## config.mk

```make
export PLATFORM = sky130hd
export DESIGN_NAME = fetch_decode_stage
export DESIGN_NICKNAME = d
export VERILOG_FILES = /design/src/rtl/fetch_decode_stage.sv
export SDC_FILE = /design/constraint.sdc
export NUM_CORES = 1
export LEC_CHECK = 0
export BUFFER_PORTS_ARGS = -buffer_cell sky130_fd_sc_hd__buf_4
export CAP_MARGIN = 20
export CORE_MARGIN = 4
export CORE_UTILIZATION = 40
export CTS_CLUSTER_DIAMETER = 200
export DETAILED_ROUTE_END_ITERATION = 7
export GPL_TIMING_DRIVEN = 0
export PLACE_DENSITY = 0.65
export SLEW_MARGIN = 20
export SYNTH_ARGS = -nofsm -noshare
export SYNTH_HDL_FRONTEND = slang
export SYNTH_SLANG_ARGS = --single-unit
```

## constraint.sdc

```tcl
create_clock -name clk -period 1.7 [get_ports clk]
set_input_delay 0.17 -clock clk [delete_from_list [all_inputs] [get_ports clk]]
set_output_delay 0.17 -clock clk [all_outputs]
set_load 0.02 [all_outputs]
```

## src/rtl/fetch_decode_stage.sv

```systemverilog
// fetch_decode_stage
//   Instruction-fetch front end and IF/ID pipeline register for the 5-stage
//   MIPS core. Owns the PC and the instruction-memory request handshake.
//   A one-entry skid buffer catches a fetch that returns while decode is
//   stalled. The IF/ID fields that the hazard unit reads are decoded here.
//
//   Optional feature: define DELAY_SLOT_EN to get the MIPS branch delay slot.
//   On a redirect, the instruction that was returned that same cycle (or the
//   one waiting in the skid buffer) is kept. Without the macro, a redirect
//   squashes that instruction.
//
// Ports
//   clk, rst        core clock; synchronous active-high reset
//   d_stall         decode stall request from the hazard unit
//   d_redirect      decode resolved a taken branch/jump this cycle
//   d_redirect_pc   redirect target
//   imem_req        fetch request valid
//   imem_addr       fetch address (current pc)
//   imem_ready      imem_rdata valid for the outstanding request
//   imem_rdata      fetched instruction
//   fd_valid        IF/ID holds a real instruction
//   fd_instr        IF/ID instruction
//   fd_pc4          PC+4 of the IF/ID instruction (JAL link value)
//   fd_opcode, fd_funct, fd_rs, fd_rt   IF/ID instruction fields
//   d_isSLL_SRL     IF/ID instruction is SLL or SRL
//   dx_bubble       force a NOP into ID/EX this cycle
//   stall_count     saturating count of bubble cycles
//
// state   | meaning
// --------+-----------------------------------------------------------
// S_INIT  | first cycle out of reset, no request issued
// S_FETCH | request outstanding at pc, waiting for imem_ready
// S_HELD  | skid buffer holds the instruction at pc, no request issued

module fetch_decode_stage #(
    parameter logic [31:0] RESET_PC  = 32'h0000_0000,
    parameter logic [31:0] NOP_INSTR = 32'h0000_0000,
    parameter int          CNT_W     = 16
) (
    input  logic             clk,
    input  logic             rst,
    input  logic             d_stall,
    input  logic             d_redirect,
    input  logic [31:0]      d_redirect_pc,
    output logic             imem_req,
    output logic [31:0]      imem_addr,
    input  logic             imem_ready,
    input  logic [31:0]      imem_rdata,
    output logic             fd_valid,
    output logic [31:0]      fd_instr,
    output logic [31:0]      fd_pc4,
    output logic [5:0]       fd_opcode,
    output logic [5:0]       fd_funct,
    output logic [4:0]       fd_rs,
    output logic [4:0]       fd_rt,
    output logic             d_isSLL_SRL,
    output logic             dx_bubble,
    output logic [CNT_W-1:0] stall_count
);

    typedef enum logic [1:0] {
        S_INIT  = 2'd0,
        S_FETCH = 2'd1,
        S_HELD  = 2'd2
    } state_t;

    state_t      state;
    logic [31:0] pc;
    logic [31:0] skid_buf;
    logic [31:0] pc_plus4;

    assign pc_plus4 = pc + 32'd4;

    // Request and bubble are forced low while rst is high, even in the first
    // reset cycle before the registers have been cleared.
    assign imem_req  = (state == S_FETCH) && !rst;
    assign imem_addr = pc;
    assign dx_bubble = d_stall && fd_valid && !rst;

    assign fd_opcode   = fd_instr[31:26];
    assign fd_funct    = fd_instr[5:0];
    assign fd_rs       = fd_instr[25:21];
    assign fd_rt       = fd_instr[20:16];
    assign d_isSLL_SRL = (fd_opcode == 6'b000000) &&
                         ((fd_funct == 6'b000000) || (fd_funct == 6'b000010));

    always_ff @(posedge clk) begin
        if (rst) begin
            state       <= S_INIT;
            pc          <= RESET_PC;
            skid_buf    <= NOP_INSTR;
            fd_instr    <= NOP_INSTR;
            fd_pc4      <= 32'd0;
            fd_valid    <= 1'b0;
            stall_count <= '0;
        end else begin
            if (dx_bubble && (stall_count != {CNT_W{1'b1}})) begin
                stall_count <= stall_count + CNT_W'(1);
            end

            case (state)
                S_INIT: begin
                    state <= S_FETCH;
                end

                S_FETCH: begin
                    if (d_stall) begin
                        // IF/ID and pc hold; a returning fetch parks in the buffer.
                        if (imem_ready) begin
                            skid_buf <= imem_rdata;
                            state    <= S_HELD;
                        end
                    end else if (d_redirect) begin
                        pc <= d_redirect_pc;
`ifdef DELAY_SLOT_EN
                        if (imem_ready) begin
                            fd_instr <= imem_rdata;
                            fd_pc4   <= pc_plus4;
                            fd_valid <= 1'b1;
                        end else begin
                            fd_instr <= NOP_INSTR;
                            fd_valid <= 1'b0;
                        end
`else
                        fd_instr <= NOP_INSTR;
                        fd_valid <= 1'b0;
`endif
                    end else if (imem_ready) begin
                        fd_instr <= imem_rdata;
                        fd_pc4   <= pc_plus4;
                        fd_valid <= 1'b1;
                        pc       <= pc_plus4;
                    end else begin
                        fd_instr <= NOP_INSTR;
                        fd_valid <= 1'b0;
                    end
                end

                S_HELD: begin
                    if (!d_stall) begin
                        state <= S_FETCH;
                        if (d_redirect) begin
                            pc <= d_redirect_pc;
`ifdef DELAY_SLOT_EN
                            fd_instr <= skid_buf;
                            fd_pc4   <= pc_plus4;
                            fd_valid <= 1'b1;
`else
                            fd_instr <= NOP_INSTR;
                            fd_valid <= 1'b0;
`endif
                        end else begin
                            fd_instr <= skid_buf;
                            fd_pc4   <= pc_plus4;
                            fd_valid <= 1'b1;
                            pc       <= pc_plus4;
                        end
                    end
                end

                default: begin
                    state <= S_INIT;
                end
            endcase
        end
    end

endmodule
```

==> report_table.html, run 1 <==
<table>
<tr><th>Metric</th><th>Value</th></tr>
<tr><th colspan="2">Outcome</th></tr>
<tr><td>Status</td><td>finished, violations left</td></tr>
<tr><td>Failing checks</td><td>setup timing</td></tr>
<tr><th colspan="2">Drt</th></tr>
<tr><td>DRT Pass-1 Iters</td><td>5</td></tr>
<tr><td>Via count</td><td>7,640</td></tr>
<tr><td>Antenna Nets Post-Route</td><td>0</td></tr>
<tr><td>Post-detailed-route via-to-cell ratio</td><td>5.44</td></tr>
<tr><td>Total wire length after detailed routing</td><td>25,500 um</td></tr>
<tr><td>DRC viols</td><td>0</td></tr>
<tr><td>Initial detailed-routing violation count</td><td>549</td></tr>
<tr><td>Average detailed-routed wire length per instance</td><td>18.1 um</td></tr>
<tr><th colspan="2">CTS</th></tr>
<tr><td>TritonCTS sink count</td><td>147</td></tr>
<tr><td>Clk_lat worst skew</td><td>430 ps</td></tr>
<tr><td>Number of H-tree levels</td><td>4</td></tr>
<tr><td>TritonCTS clock tree</td><td>built</td></tr>
<tr><td>Clock transition at path regs</td><td>70 ps</td></tr>
<tr><td>Maximum clock path buffer count</td><td>2</td></tr>
<tr><td>CTS Buf Count</td><td>17</td></tr>
<tr><td>Cell at the root of the clock tree</td><td>sky130_fd_sc_hd__clkbuf_16</td></tr>
<tr><th colspan="2">Final layout</th></tr>
<tr><td>Final-stage net count</td><td>1,237</td></tr>
<tr><td>Total inserted antenna cells</td><td>0</td></tr>
<tr><td>Layout area overhead</td><td>50.2%</td></tr>
<tr><td>Share of layout cells above drive strength 1</td><td>0.377</td></tr>
<tr><td>Final instance area</td><td>0.0108 mm^2</td></tr>
<tr><td>Final core utilization</td><td>0.618</td></tr>
<tr><th colspan="2">Power and ir drop</th></tr>
<tr><td>Power density of the placed cells</td><td>845 mW/mm^2</td></tr>
<tr><td>Total net switching power</td><td>2650 uW</td></tr>
<tr><td>Worst supply voltage drop on vdd</td><td>0.000773 V</td></tr>
<tr><td>Switching share of power</td><td>0.292</td></tr>
<tr><td>Clk network pwr share</td><td>0.419</td></tr>
<tr><td>Flop pwr share</td><td>0.411</td></tr>
<tr><td>Power Total</td><td>9090 uW</td></tr>
<tr><td>Pint</td><td>6440 uW</td></tr>
<tr><td>Static Leakage</td><td>0.00437 uW</td></tr>
<tr><td>Proportion of power drawn by combinational gates</td><td>0.170</td></tr>
<tr><th colspan="2">Logic synthesis</th></tr>
<tr><td>Async set-or-reset flop fraction in the synthesized netlist</td><td>0</td></tr>
<tr><td>Commonest cells in the netlist</td><td>147 x sky130_fd_sc_hd__dfxtp_1, 124 x sky130_fd_sc_hd__nand2_1, 97 x sky130_fd_sc_hd__nor2_1</td></tr>
<tr><td>Post-synth net total</td><td>942</td></tr>
<tr><td>Largest area contributor in the netlist</td><td>sky130_fd_sc_hd__dfxtp_1</td></tr>
<tr><td>Main synth FF type</td><td>sky130_fd_sc_hd__dfxtp_1</td></tr>
<tr><td>Mean Syn Cell Area</td><td>8.22 um^2</td></tr>
<tr><td>Number of synthesized flops with an enable pin</td><td>0</td></tr>
<tr><td>Share of the synthesized area in the top cell type</td><td>0.411</td></tr>
<tr><td>Unique masters post-synth</td><td>62</td></tr>
<tr><td>Synthesized area</td><td>0.00716 mm^2</td></tr>
<tr><td>Leading post-synthesis cells by cell area</td><td>sky130_fd_sc_hd__dfxtp_1 41%, sky130_fd_sc_hd__nand2_1 6.5%, sky130_fd_sc_hd__a211oi_1 6.2%, sky130_fd_sc_hd__nor2_1 5.1%, sky130_fd_sc_hd__a21oi_1 4.4%</td></tr>
<tr><td>Fraction of the yosys area taken by sequential cells</td><td>0.411</td></tr>
<tr><td>Cells after synthesis</td><td>871</td></tr>
<tr><td>Dominant cell by count in the synthesized netlist</td><td>sky130_fd_sc_hd__dfxtp_1</td></tr>
<tr><td>#FFs+latches synth</td><td>147</td></tr>
<tr><td>Synth warnings</td><td>0</td></tr>
<tr><th colspan="2">Die</th></tr>
<tr><td>Total die area</td><td>0.0201 mm^2</td></tr>
<tr><td>Die outline height</td><td>142 um</td></tr>
<tr><td># rows</td><td>48</td></tr>
<tr><td>Horizontal extent of the die</td><td>142 um</td></tr>
<tr><td>Std-Cell Core Area</td><td>0.0174 mm^2</td></tr>
<tr><td>I/O pin total</td><td>207</td></tr>
<tr><td>Initial cell density of the core</td><td>0.411</td></tr>
<tr><th colspan="2">Critical path</th></tr>
<tr><td>Sort of element at the end of the critical path</td><td>flop</td></tr>
<tr><td>Arrival time at the worst endpoint</td><td>2150 ps</td></tr>
<tr><td>Worst endpoint required time</td><td>2040 ps</td></tr>
<tr><td>Startpoint Class</td><td>flop</td></tr>
<tr><td>Worst Path Max Fanout</td><td>6</td></tr>
<tr><td>Critical Setup Path Class</td><td>reg2reg</td></tr>
<tr><th colspan="2">STA</th></tr>
<tr><td>Final Hold Viols</td><td>0</td></tr>
<tr><td>Final-layout worst hold slack</td><td>9.51 ps</td></tr>
<tr><td>Finish-stage setup viols</td><td>11</td></tr>
<tr><td>Slew of the pin with the lowest slew margin</td><td>778 ps</td></tr>
<tr><td>Post-route setup slack</td><td>-111 ps</td></tr>
<tr><td>Period utilization</td><td>1.07</td></tr>
<tr><td>Number of max-slew violations in the final report</td><td>0</td></tr>
<tr><td>Worst slew margin</td><td>0.481</td></tr>
<tr><td>RSZ-0062 raised after global routing</td><td>true</td></tr>
<tr><td>Total negative slack for setup checks</td><td>-349 ps</td></tr>
<tr><td>Final critical delay including setup and external delays</td><td>1810 ps</td></tr>
<tr><td>FMAX</td><td>0.552 GHz</td></tr>
<tr><td>Final setup skew</td><td>10.1 ps</td></tr>
<tr><th colspan="2">Flow run</th></tr>
<tr><td>Max cap viols</td><td>0</td></tr>
<tr><th colspan="2">Global routing</th></tr>
<tr><td>Maximum number of pins on one net before global-route repair</td><td>17</td></tr>
<tr><td>First-pass GRT wire length</td><td>38,500 um</td></tr>
<tr><td>Total gr overflow</td><td>0</td></tr>
<tr><td>Total routing resource utilization after global routing</td><td>0.240</td></tr>
<tr><td>Initial antenna violation count</td><td>0</td></tr>
<tr><td>Via count of the first global-routing pass</td><td>7,149</td></tr>
<tr><th colspan="2">Min path</th></tr>
<tr><td>Path category of the worst min-delay check</td><td>in2reg</td></tr>
<tr><th colspan="2">Placement</th></tr>
<tr><td>Area of placed instances</td><td>0.00908 mm^2</td></tr>
<tr><td>Count of port buffers added during placement</td><td>206</td></tr>
<tr><td>Final weighted congestion in routability-driven placement</td><td>0.922</td></tr>
<tr><td>Dpl hpwl</td><td>17,700 um</td></tr>
</table>
==> cells in the final DEF (no fill, tap or decap), drive strengths merged, types with 7 or more instances in the layout <==
master / instances
dlygate4sd3: 32
and3: 7
inv: 15
and4: 9
nand4: 20
clkbuf: 59
nor3: 15
nor2: 99
xnor2: 21
a31oi: 11
nand3: 28
buf: 296
o21ai: 30
a211oi: 60
xor2: 19
nand2: 124
dfxtp: 147
nor4: 9
a21oi: 64
a22oi: 32
==> what timing repair did <==
action                                 4_1_cts  5_1_grt
setup endpoints to repair                  111      115
gates resized for setup                     52       97
cloned                                       1        1
pin swaps                                   22       42
hold buffers                                32        0
setup buffers                               25       15
endpoints found under the hold margin       32        0
==> state kept, by name, indices dropped and copies added (netlist names) <==
| name | flops |
|---|---|
| fd_pc4 | 32 |
| imem_addr | 32 |
| skid_buf | 32 |
| fd_instr | 32 |
| stall_count | 16 |
| state | 2 |
| fd_valid | 1 |
==> area by class of cell <==
cell class              instances  area, um^2
inverters                       7        26.3
well taps                     225         282
clock buffers                  18         450
multi-input cells             624        4010
fillers                      1562        6660
flip-flops and latches        147        3030
repair buffers                280        2230
clock inverters                14         139
plain buffers                  89         589
==> routing by layer <==
| layer | up-vias | share of wire | GRT usage |
|---|---|---|---|
| li1 | 3703 | - | - |
| met1 | 3585 | 0.43 | 0.324 |
| met2 | 315 | 0.47 | 0.378 |
| met3 | 37 | 0.083 | 0.0654 |
| met4 | 0 | 0.019 | 0.0682 |
| met5 | - | 0 | 0 |
==> path summary, 6_finish.rpt <==
kind,start,end,slack [ps],cells past startpoint
setup / recovery,imem_addr[22]$_SDFFE_PP0P_,fd_pc4[31]$_SDFFE_PP0P_,-110,6
hold / removal,imem_rdata[19],skid_buf[19]$_SDFFE_PP0P_,10,3
setup reg to reg,imem_addr[22]$_SDFFE_PP0P_,fd_pc4[31]$_SDFFE_PP0P_,-110,6
hold reg to reg,skid_buf[10]$_SDFFE_PP0P_,skid_buf[10]$_SDFFE_PP0P_,460,2
==> power by group through the flow <==
stage                     combinational (uW)  sequential, uW  clock, uW
after global placement                  1340            3800          0
after CTS                               1450            3730       3830
after global routing                    1650            3750       4010
after detailed placement                1340            3810          0
final                                   1540            3730       3810
after floorplan                          623            3910          0
==> metrics by stage <==
step	setup slack, ps	instances
after global placement	-328	1302
after floorplan	-4.72	871
after detailed placement	-338	1302
after global routing	-163	1404
final	-111	1404
after CTS	-16.3	1388
==> cells by family after synthesis <==
logic type / count (synthesis) / share of synthesized area
xor gates and xnor gates: 40 / 0.0489
DFF: 147 / 0.411
and+or+nand+nor: 341 / 0.238
muxes: 6 / 0.00856
AOI/OAI and AO/OA: 235 / 0.218
buffers and inverters: 100 / 0.0718
adders and majority gates: 2 / 0.00349
==> critical path: stages, from the launching register on <==
cell and delay [ps]:
sky130_fd_sc_hd__dfxtp_1 450, sky130_fd_sc_hd__and4_1 280, sky130_fd_sc_hd__and2_1 200, sky130_fd_sc_hd__nand4_1 220
sky130_fd_sc_hd__buf_4 220, sky130_fd_sc_hd__xor2_2 150, sky130_fd_sc_hd__a211oi_2 190
No activity file was read; power rests on OpenSTA's default activity.
==> inputs of run 2 (changes only) <==
Settings changed: CORE_UTILIZATION 40 to 47, PLACE_DENSITY 0.65 to 0.74.
==> report_table.html, run 2 (synthesized netlist as in run 1, its figures left out) <==
<table>
<tr><th>Metric</th><th>Value</th></tr>
<tr><th colspan="2">Outcome</th></tr>
<tr><td>Failing checks</td><td>setup timing</td></tr>
<tr><td>Status</td><td>finished, violations left</td></tr>
<tr><th colspan="2">Power and ir drop</th></tr>
<tr><td>Static Leakage</td><td>0.00441 uW</td></tr>
<tr><td>Worst supply voltage drop on vdd</td><td>0.000749 V</td></tr>
<tr><td>Power density of the placed cells</td><td>855 mW/mm^2</td></tr>
<tr><th colspan="2">CTS</th></tr>
<tr><td>Number of H-tree levels</td><td>4</td></tr>
<tr><td>Clock transition at path regs</td><td>60 ps</td></tr>
<tr><td>TritonCTS clock tree</td><td>built</td></tr>
<tr><td>Cell at the root of the clock tree</td><td>sky130_fd_sc_hd__clkbuf_16</td></tr>
<tr><td>Clk_lat worst skew</td><td>430 ps</td></tr>
<tr><td>TritonCTS sink count</td><td>147</td></tr>
<tr><td>Maximum clock path buffer count</td><td>2</td></tr>
<tr><td>CTS Buf Count</td><td>17</td></tr>
<tr><th colspan="2">STA</th></tr>
<tr><td>Final Hold Viols</td><td>0</td></tr>
<tr><td>Finish-stage setup viols</td><td>5</td></tr>
<tr><td>Period utilization</td><td>1.05</td></tr>
<tr><td>Number of max-slew violations in the final report</td><td>0</td></tr>
<tr><td>FMAX</td><td>0.559 GHz</td></tr>
<tr><td>Slew of the pin with the lowest slew margin</td><td>751 ps</td></tr>
<tr><td>RSZ-0062 raised after global routing</td><td>true</td></tr>
<tr><td>Final critical delay including setup and external delays</td><td>1790 ps</td></tr>
<tr><td>Post-route setup slack</td><td>-88.4 ps</td></tr>
<tr><td>Final setup skew</td><td>7.75 ps</td></tr>
<tr><td>Worst slew margin</td><td>0.499</td></tr>
<tr><th colspan="2">Die</th></tr>
<tr><td># rows</td><td>44</td></tr>
<tr><td>Horizontal extent of the die</td><td>131 um</td></tr>
<tr><td>Initial cell density of the core</td><td>0.485</td></tr>
<tr><td>Total die area</td><td>0.0173 mm^2</td></tr>
<tr><td>Std-Cell Core Area</td><td>0.0148 mm^2</td></tr>
<tr><td>I/O pin total</td><td>207</td></tr>
<tr><td>Die outline height</td><td>131 um</td></tr>
<tr><th colspan="2">Placement</th></tr>
<tr><td>Dpl hpwl</td><td>17,300 um</td></tr>
<tr><td>Final weighted congestion in routability-driven placement</td><td>0.910</td></tr>
<tr><td>Count of port buffers added during placement</td><td>206</td></tr>
<tr><td>Area of placed instances</td><td>0.00903 mm^2</td></tr>
<tr><td>DP Worst Slack</td><td>-375 ps</td></tr>
<tr><th colspan="2">Critical path</th></tr>
<tr><td>Startpoint Class</td><td>flop</td></tr>
<tr><td>Crit-path slowest cell</td><td>sky130_fd_sc_hd__dfxtp_2</td></tr>
<tr><td>Most common cell on crit path</td><td>sky130_fd_sc_hd__and4_1</td></tr>
<tr><td>Arrival time at the worst endpoint</td><td>2120 ps</td></tr>
<tr><td>Worst endpoint required time</td><td>2030 ps</td></tr>
<tr><td>Critical Setup Path Class</td><td>reg2reg</td></tr>
<tr><td>Worst path top cell family by delay</td><td>simple AND/OR/NAND/NOR gates</td></tr>
<tr><td>Delay contributed by the slowest stage of the critical path</td><td>400 ps</td></tr>
<tr><td>Sort of element at the end of the critical path</td><td>flop</td></tr>
<tr><td>Buf/Inv on CP</td><td>1</td></tr>
<tr><td>Critical path cell sequence</td><td>and4_1, and4_1, nand4_1, buf_4, xor2_1, a211oi_1</td></tr>
<tr><td>Worst Path Max Fanout</td><td>7</td></tr>
<tr><td>Flop2flop setup slack</td><td>-90 ps</td></tr>
<tr><th colspan="2">Final layout</th></tr>
<tr><td>Most frequent standard cell in the layout excluding fill and tap cells</td><td>sky130_fd_sc_hd__buf_4</td></tr>
<tr><td>Commonest cells after routing, fill and taps aside</td><td>292 x sky130_fd_sc_hd__buf_4, 123 x sky130_fd_sc_hd__nand2_1, 104 x sky130_fd_sc_hd__dfxtp_1</td></tr>
<tr><td>Share of layout cells above drive strength 1</td><td>0.407</td></tr>
<tr><td>Layout area overhead</td><td>50.4%</td></tr>
<tr><td>Final instance area</td><td>0.0108 mm^2</td></tr>
<tr><td>Final-stage net count</td><td>1,242</td></tr>
<tr><td>Total inserted antenna cells</td><td>0</td></tr>
<tr><th colspan="2">Global routing</th></tr>
<tr><td>First-pass GRT wire length</td><td>38,100 um</td></tr>
<tr><td>Via count of the first global-routing pass</td><td>6,983</td></tr>
<tr><td>Initial antenna violation count</td><td>0</td></tr>
<tr><td>Total routing resource utilization after global routing</td><td>0.271</td></tr>
<tr><td>Total gr overflow</td><td>0</td></tr>
<tr><td>Maximum number of pins on one net before global-route repair</td><td>17</td></tr>
<tr><th colspan="2">Drt</th></tr>
<tr><td>Via count</td><td>8,133</td></tr>
<tr><td>Wire length on met2</td><td>11,600 um</td></tr>
<tr><td>Antenna Nets Post-Route</td><td>0</td></tr>
<tr><td>Average detailed-routed wire length per instance</td><td>19.0 um</td></tr>
<tr><td>Post-detailed-route via-to-cell ratio</td><td>5.95</td></tr>
<tr><td>Initial detailed-routing violation count</td><td>998</td></tr>
<tr><td>DRC viols</td><td>0</td></tr>
<tr><td>DRT Pass-1 Iters</td><td>7</td></tr>
<tr><td>Total wire length after detailed routing</td><td>26,100 um</td></tr>
<tr><td>WL met1</td><td>10,900 um</td></tr>
<tr><td>Highest metal used</td><td>met4</td></tr>
<tr><td>Wire length on met3</td><td>2890 um</td></tr>
<tr><th colspan="2">Min path</th></tr>
<tr><td>Path category of the worst min-delay check</td><td>in2reg</td></tr>
<tr><th colspan="2">Flow run</th></tr>
<tr><td>Max cap viols</td><td>0</td></tr>
</table>
-- run 2: cell count changes in the layout (fill, tap and decap cells not counted), moves of 3 or more --
cell | before | now
sky130_fd_sc_hd__buf_4 | 265 | 292
sky130_fd_sc_hd__clkbuf_1 | 23 | 26
sky130_fd_sc_hd__inv_6 | 6 | 1
sky130_fd_sc_hd__o21ai_1 | 5 | 8
sky130_fd_sc_hd__dlygate4sd3_1 | 32 | 10
sky130_fd_sc_hd__dfxtp_4 | 15 | 19
sky130_fd_sc_hd__dfxtp_1 | 107 | 104
sky130_fd_sc_hd__o21ai_0 | 23 | 20
-- run 2: report_power, final --
part | leakage (uW) | switching (uW) | internal [uW]
registers | 0.00122 | 146 | 3580
logic | 0.00289 | 860 | 701
clock network | 0.000300 | 1520 | 2400
total | 0.00441 | 2530 | 6680
-- run 2: layout make-up --
class	count	area, um^2
inverters	7	26.3
plain buffers	89	578
clock inverters	12	151
fillers	1133	3990
flip-flops and latches	147	3040
well taps	184	230
multi-input cells	624	4050
clock buffers	20	458
repair buffers	285	2230
-- run 2: path summary, 6_finish.rpt --
check,from,endpoint,depth (start not counted)
worst max-delay path,imem_addr[26]$_SDFFE_PP0P_,fd_pc4[31]$_SDFFE_PP0P_,6
worst min-delay path,imem_rdata[19],skid_buf[19]$_SDFFE_PP0P_,3
worst max register to register,imem_addr[26]$_SDFFE_PP0P_,fd_pc4[31]$_SDFFE_PP0P_,6
worst min register to register,skid_buf[5]$_SDFFE_PP0P_,skid_buf[5]$_SDFFE_PP0P_,2
-- run 2: tightest hold or removal path, stage by stage --
cell	delay (ps)
sky130_fd_sc_hd__buf_4	110
sky130_fd_sc_hd__nand2_1	50
sky130_fd_sc_hd__a21oi_1	50
-- run 2: timing repair --
action                     in CTS  in global routing
gates resized for setup        58                108
pin swaps                      16                 45
gates cloned                    1                  2
hold buffers                   10                  0
buffers inserted               27                 40
setup endpoints to repair     116                136
hold endpoints to repair       10                  0
-- run 2: per-layer routing --
layer	track usage	vias to the layer above
li1	-	3714
met1	0.381	3822
met2	0.407	524
met3	0.0703	73
met4	0.0875	0
met5	0	-
-- run 2: per-stage QoR --
step           instances  power [uW]  TNS [ps]  utilization  hold WS, ps
2_1_floorplan        871        4540     -4.72            -          306
3_3_place_gp        1261        5130    -21660        0.612          430
3_5_place_dp        1261        5150    -24720        0.612          437
4_1_cts             1328        9070     -19.4        0.685        0.159
5_1_grt             1368        9500     -1320        0.730         2.93
6_report            1368        9210      -248        0.730         5.33
